===== config.mk =====
export PLATFORM = sky130hd
export DESIGN_NAME = multi_cycle_ctrl
export DESIGN_NICKNAME = d
export VERILOG_FILES = /design/src/rtl/cpu_ctrl_pkg.sv /design/src/rtl/mem_wait_timer.sv /design/src/rtl/multi_cycle_ctrl.sv
export SDC_FILE = /design/constraint.sdc
export NUM_CORES = 1
export LEC_CHECK = 0
export ABC_CLOCK_PERIOD_IN_PS = 2960
export BUFFER_PORTS_ARGS = -buffer_cell sky130_fd_sc_hd__buf_2
export CAP_MARGIN = 5
export CORE_MARGIN = 8
export CORE_UTILIZATION = 47
export CTS_BUF_LIST = sky130_fd_sc_hd__clkbuf_4
export CTS_CLUSTER_SIZE = 10
export DETAILED_ROUTE_END_ITERATION = 8
export PLACE_DENSITY = 0.77
export SLEW_MARGIN = 25
export SYNTH_ARGS = -nofsm -noshare
export SYNTH_HDL_FRONTEND = slang
export SYNTH_HIERARCHICAL = 1
export SYNTH_SLANG_ARGS = --single-unit

===== constraint.sdc =====
create_clock -name clk -period 2.96 [get_ports clk]
set_input_delay 0.592 -clock clk [delete_from_list [all_inputs] [get_ports clk]]
set_output_delay 0.592 -clock clk [all_outputs]
set_load 0.03 [all_outputs]

===== src/rtl/cpu_ctrl_pkg.sv =====
// Shared encodings for the multi-cycle CPU control unit: FSM states, opcodes,
// ALU operation codes, datapath mux selects and error codes.
package cpu_ctrl_pkg;

  typedef enum logic [3:0] {
    FETCH    = 4'd0,
    DECODE   = 4'd1,
    MEM_ADDR = 4'd2,
    MEM_RD   = 4'd3,
    MEM_WB   = 4'd4,
    MEM_WR   = 4'd5,
    EXEC_R   = 4'd6,
    R_WB     = 4'd7,
    EXEC_I   = 4'd8,
    I_WB     = 4'd9,
    BRANCH   = 4'd10,
    JUMP     = 4'd11,
    HALT     = 4'd12
  } state_e;

  localparam logic [5:0] OP_RTYPE = 6'b000000;
  localparam logic [5:0] OP_LW    = 6'b100011;
  localparam logic [5:0] OP_SW    = 6'b101011;
  localparam logic [5:0] OP_ADDI  = 6'b001000;
  localparam logic [5:0] OP_BEQ   = 6'b000100;
  localparam logic [5:0] OP_J     = 6'b000010;

  localparam logic [2:0] ALU_ADD   = 3'b000;
  localparam logic [2:0] ALU_SUB   = 3'b001;
  localparam logic [2:0] ALU_RTYPE = 3'b010;

  localparam logic [1:0] SRCB_B      = 2'b00;
  localparam logic [1:0] SRCB_FOUR   = 2'b01;
  localparam logic [1:0] SRCB_IMM    = 2'b10;
  localparam logic [1:0] SRCB_IMM_SH = 2'b11;

  localparam logic [1:0] PCSRC_ALU    = 2'b00;
  localparam logic [1:0] PCSRC_ALUOUT = 2'b01;
  localparam logic [1:0] PCSRC_JUMP   = 2'b10;

  localparam logic [1:0] ERR_NONE    = 2'b00;
  localparam logic [1:0] ERR_ILLEGAL = 2'b01;
  localparam logic [1:0] ERR_TIMEOUT = 2'b10;

  // States that wait on mem_ready and are therefore guarded by the timer.
  function automatic logic is_mem_wait_state(input state_e s);
    return (s == FETCH) || (s == MEM_RD) || (s == MEM_WR);
  endfunction

endpackage


===== src/rtl/mem_wait_timer.sv =====
// Counts cycles spent waiting for memory; reached flags the LIMIT-th
// consecutive wait cycle so the FSM can bail out on that same cycle.
module mem_wait_timer #(
  parameter int unsigned LIMIT = 15
) (
  input  logic clk,
  input  logic rst_n,
  input  logic clear,
  input  logic enable,
  output logic reached
);

  localparam int unsigned W = (LIMIT < 2) ? 1 : $clog2(LIMIT + 1);

  logic [W-1:0] count_reg;

  // count_reg holds the number of wait cycles already completed, so the
  // current cycle is wait number count_reg+1.
  assign reached = enable && (count_reg == W'(LIMIT - 1));

  always_ff @(posedge clk or negedge rst_n) begin
    if (!rst_n) begin
      count_reg <= '0;
    end else if (clear) begin
      count_reg <= '0;
    end else if (enable && !reached) begin
      count_reg <= count_reg + 1'b1;
    end
  end

endmodule


===== src/rtl/multi_cycle_ctrl.sv =====
// Multi-cycle MIPS-style control FSM with memory-wait timeout, illegal-opcode
// detection and a sticky HALT state left only through reset.
module multi_cycle_ctrl
  import cpu_ctrl_pkg::*;
#(
  parameter int unsigned MEM_TIMEOUT = 15
) (
  input  logic       clk,
  input  logic       rst_n,
  input  logic [5:0] opcode,
  input  logic       zero,
  input  logic       mem_ready,
  output logic       pc_write,
  output logic       pc_write_cond,
  output logic       iord,
  output logic       mem_read,
  output logic       mem_write,
  output logic       ir_write,
  output logic       reg_dst,
  output logic       mem_to_reg,
  output logic       reg_write,
  output logic       alu_src_a,
  output logic [1:0] alu_src_b,
  output logic [2:0] alu_op,
  output logic [1:0] pc_source,
  output logic       halted,
  output logic [1:0] err_code,
  output logic [3:0] state_o
);

  state_e     state_reg, state_next;
  logic [1:0] err_reg, err_next;
  logic       timer_clear, timer_enable, timeout_hit;

  // The branch outcome is resolved in the datapath via pc_write_cond.
  logic unused_zero;
  assign unused_zero = zero;

  assign timer_enable = is_mem_wait_state(state_reg) && !mem_ready;
  assign timer_clear  = (state_next != state_reg);

  mem_wait_timer #(
    .LIMIT(MEM_TIMEOUT)
  ) u_timer (
    .clk    (clk),
    .rst_n  (rst_n),
    .clear  (timer_clear),
    .enable (timer_enable),
    .reached(timeout_hit)
  );

  always_ff @(posedge clk or negedge rst_n) begin
    if (!rst_n) begin
      state_reg <= FETCH;
      err_reg   <= ERR_NONE;
    end else begin
      state_reg <= state_next;
      err_reg   <= err_next;
    end
  end

  always_comb begin
    state_next    = state_reg;
    err_next      = err_reg;
    pc_write      = 1'b0;
    pc_write_cond = 1'b0;
    iord          = 1'b0;
    mem_read      = 1'b0;
    mem_write     = 1'b0;
    ir_write      = 1'b0;
    reg_dst       = 1'b0;
    mem_to_reg    = 1'b0;
    reg_write     = 1'b0;
    alu_src_a     = 1'b0;
    alu_src_b     = SRCB_B;
    alu_op        = ALU_ADD;
    pc_source     = PCSRC_ALU;
    halted        = 1'b0;

    case (state_reg)
      FETCH: begin
        mem_read  = 1'b1;
        alu_src_b = SRCB_FOUR;
        ir_write  = mem_ready;
        pc_write  = mem_ready;
        // A late mem_ready on the timeout cycle still wins.
        if (mem_ready) begin
          state_next = DECODE;
        end else if (timeout_hit) begin
          state_next = HALT;
          err_next   = ERR_TIMEOUT;
        end
      end
      DECODE: begin
        alu_src_b = SRCB_IMM_SH;
        case (opcode)
          OP_RTYPE:     state_next = EXEC_R;
          OP_LW, OP_SW: state_next = MEM_ADDR;
          OP_ADDI:      state_next = EXEC_I;
          OP_BEQ:       state_next = BRANCH;
          OP_J:         state_next = JUMP;
          default: begin
            state_next = HALT;
            err_next   = ERR_ILLEGAL;
          end
        endcase
      end
      MEM_ADDR: begin
        alu_src_a  = 1'b1;
        alu_src_b  = SRCB_IMM;
        state_next = (opcode == OP_SW) ? MEM_WR : MEM_RD;
      end
      MEM_RD: begin
        mem_read = 1'b1;
        iord     = 1'b1;
        if (mem_ready) begin
          state_next = MEM_WB;
        end else if (timeout_hit) begin
          state_next = HALT;
          err_next   = ERR_TIMEOUT;
        end
      end
      MEM_WB: begin
        reg_write  = 1'b1;
        mem_to_reg = 1'b1;
        state_next = FETCH;
      end
      MEM_WR: begin
        mem_write = 1'b1;
        iord      = 1'b1;
        if (mem_ready) begin
          state_next = FETCH;
        end else if (timeout_hit) begin
          state_next = HALT;
          err_next   = ERR_TIMEOUT;
        end
      end
      EXEC_R: begin
        alu_src_a  = 1'b1;
        alu_op     = ALU_RTYPE;
        state_next = R_WB;
      end
      R_WB: begin
        reg_write  = 1'b1;
        reg_dst    = 1'b1;
        state_next = FETCH;
      end
      EXEC_I: begin
        alu_src_a  = 1'b1;
        alu_src_b  = SRCB_IMM;
        state_next = I_WB;
      end
      I_WB: begin
        reg_write  = 1'b1;
        state_next = FETCH;
      end
      BRANCH: begin
        alu_src_a     = 1'b1;
        alu_op        = ALU_SUB;
        pc_write_cond = 1'b1;
        pc_source     = PCSRC_ALUOUT;
        state_next    = FETCH;
      end
      JUMP: begin
        pc_write   = 1'b1;
        pc_source  = PCSRC_JUMP;
        state_next = FETCH;
      end
      HALT: begin
        halted = 1'b1;
      end
      default: begin
        state_next = FETCH;
      end
    endcase
  end

  assign err_code = err_reg;
  assign state_o  = state_reg;

endmodule


==> impl_metrics.ini <==
[routing]
vias = 1142
wirelength_um = 2764
route.detailed.drc = 0
first_iter_violations = 78
vias_per_cell = 5.797
postRouteAntennaNets = 0
firstDrtPassIters = 4
wl_per_cell_um = 14.03

[timing]
drv_slew = 0
skew_ps = 0.1926
period_needed_ps = 2816
setup_viol_count_final = 0
post-route-period-util_pct = 95.12
finalSetupTns_ps = 0
rsz0062_at_grt = false
fmax_ghz = 0.3552
timing.final.hold_violations = 0

[die]
die_h_um = 63.85
dieWidth_um = 63.85
fp-row-count = 17
start_util_pct = 49.11
dieArea_um2 = 4076
core_area_um2 = 2191
ios = 34

[final_layout]
final_nets = 182
multi_input_area_um2 = 748.2
area_growth_pct = 21.40
drive_gt1_share_pct = 33.14
nFillCells = 204
regArea_um2 = 251.5
n_antenna_cell = 0
fin_cells = 197

[grt]
grt_pass1_wl_um = 4802
antenna_found_initial = 0
grt.overflow.total = 0
grt_pass1_vias = 1111
grt_use_total_pct = 13.87
grt_max_degree = 27

[worst_setup_path]
crit_cells = 11
max_stage_delay_ps = 420
path_cells = xor2_1 -> o21ai_0 -> and2_4 -> and4_1 -> nor2_1 -> a32o_1 -> a31o_1 -> o2111ai_2 -> buf_4 -> nor2_1 -> mux2_4
endpoint_kind = register
required_ps = 3120
worstPathArrival_ps = 2980
cpMostUsedCell = nor2_1
worstSetupPathType = register to register
cp_slowest_cell = dfrtp_2
reg2reg_depth = 11
start_kind = register
crit_path_max_fanout = 5
path_buf_inv = 1
crit_family = compound AO/OA/AOI/OAI gates

[power_and_ir_drop]
p_leak_uw = 0.0006061
ir_drop_v = 0.0005141
p_per_area_nw_per_um2 = 871.1

[logic_synthesis]
ys.flop_type = dfrtp_1
syn_inst = 137
yosysSeqAreaShare_pct = 23.26
synth-seq-cells = 10
synth_fp_nets = 149
syn_area_um2 = 1076
synth_edf_count = 0
ys_types = 58
yosysWarnings = 6
postSynth.asyncResetShare_pct = 100.0
syn_area_per_cell_um2 = 7.854

[hold_path]
hp-class = input port to asynchronous set/reset pin

[placement]
portBuffers = 31
hpwlAfterDp_um = 2133
place_inst = 193
gp_congestion = 0.8328

[clocking]
htreeDepth = 1
cts_buffers = 3
cts_root_buf = clkbuf_4
clkLatencyLatePin_ps = 270
post_cts_buffers = 0
clk_pin_slew_ps = 60
cts_sinks = 10
cts_tree = built
clockBufferDepth = 2

[run]
drv_cap = 0

[status]
status = finished, final reports clean
-- area by class of cell --
cell class              count  area share (%)
inverters                   7           2.011
well taps                  28           2.682
clock inverters             1          0.2874
clock buffers               3           1.724
repair buffers             39           16.76
flip-flops and latches     10           19.25
multi-input cells         109           57.28
-- where the power goes --
part | switching [µW] | internal, µW
clock network | 49.3 | 48.9
logic | 542 | 313
registers | 22.4 | 163
total | 613 | 525
-- placed cells by master (no fill, tap or decap), drive strengths merged, types with 4 or more instances in the layout --
cell and n:
buf 39, nor3 6, inv 7, a21oi 6
dfrtp 10, nor2 19, nand2 7, nand3 4
o21ai 5
-- routing by layer --
metal  GRT usage, %  share of wire (%)  vias to the layer above
li1               -                  -                      566
met5              0                  0                        -
met4          3.343                1.0                        0
met1          16.72                 48                      534
met2          22.08                 44                       38
met3          6.098                7.0                        4
-- worst paths after layout --
| kind | start | endpoint | slack [ps] |
|---|---|---|---|
| worst max-delay path | state_o[0] | u_timer/count_reg[0] | 140 |
| worst max register to register | state_o[0] | u_timer/count_reg[0] | 140 |
| worst min register to register | err_code[0] | err_code[0] | 490 |
| min in group clk | err_code[0] | err_code[0] | 490 |
| max in group asynchronous | rst_n | state_o[0] | 2590 |
| worst min-delay path | rst_n | u_timer/count_reg[1] | 160 |
-- timing repair --
item | in CTS | in global routing
resized for setup | 0 | 1
setup endpoints to repair | 0 | 3
hold buffers | 0 | 0
-- kinds of logic after synthesis --
group / Yosys count / share of synthesized area, %
and+or+nand+nor: 63 / 33.14
other: 1 / 0.3485
adders and majority gates: 3 / 3.255
buffers and inverters: 18 / 8.023
muxes: 3 / 3.837
DFF: 10 / 23.26
xor gates and xnor gates: 3 / 2.442
AOI/OAI and AO/OA: 36 / 25.70
-- worst reg2reg max path, cell delays in order, from the launching register on --
cell and delay, ps:
dfrtp_2 420, xor2_1 160, o21ai_0 250, and2_4 230, and4_1 320, nor2_1 140, a32o_1 310, a31o_1 240
o2111ai_2 180, buf_4 170, nor2_1 50, mux2_4 250
-- synth_stat cells, types with 3 or more instances --
cell	number	area [µm²]
nand2b_1	3	18.77
dfrtp_1	10	250.2
buf_4	4	30.03
o31ai_1	3	22.52
nand3_1	4	20.02
inv_1	6	22.52
nor2_1	19	71.32
nor3_1	6	30.03
and3_1	3	18.77
o21ai_0	5	25.02
nand2_1	7	26.28
a21oi_1	6	30.03
buf_2	3	15.01
-- metrics by stage --
step / hold WS (ps) / setup slack (ps) / util [%] / power, µW / cell area (µm²)
2_1_floorplan: 296.4 / 3.508 / - / 814.5 / 1087
3_3_place_gp: 455.8 / 218.4 / 58.25 / 1007 / 1276
3_5_place_dp: 464.2 / 164.2 / 58.25 / 1035 / 1276
4_1_cts: 166.5 / 148.0 / 59.45 / 1136 / 1303
5_1_grt: 163.0 / 19.30 / 59.62 / 1223 / 1306
6_report: 164.6 / 144.4 / 59.62 / 1138 / 1306
Power figures use the tool's default switching activity.
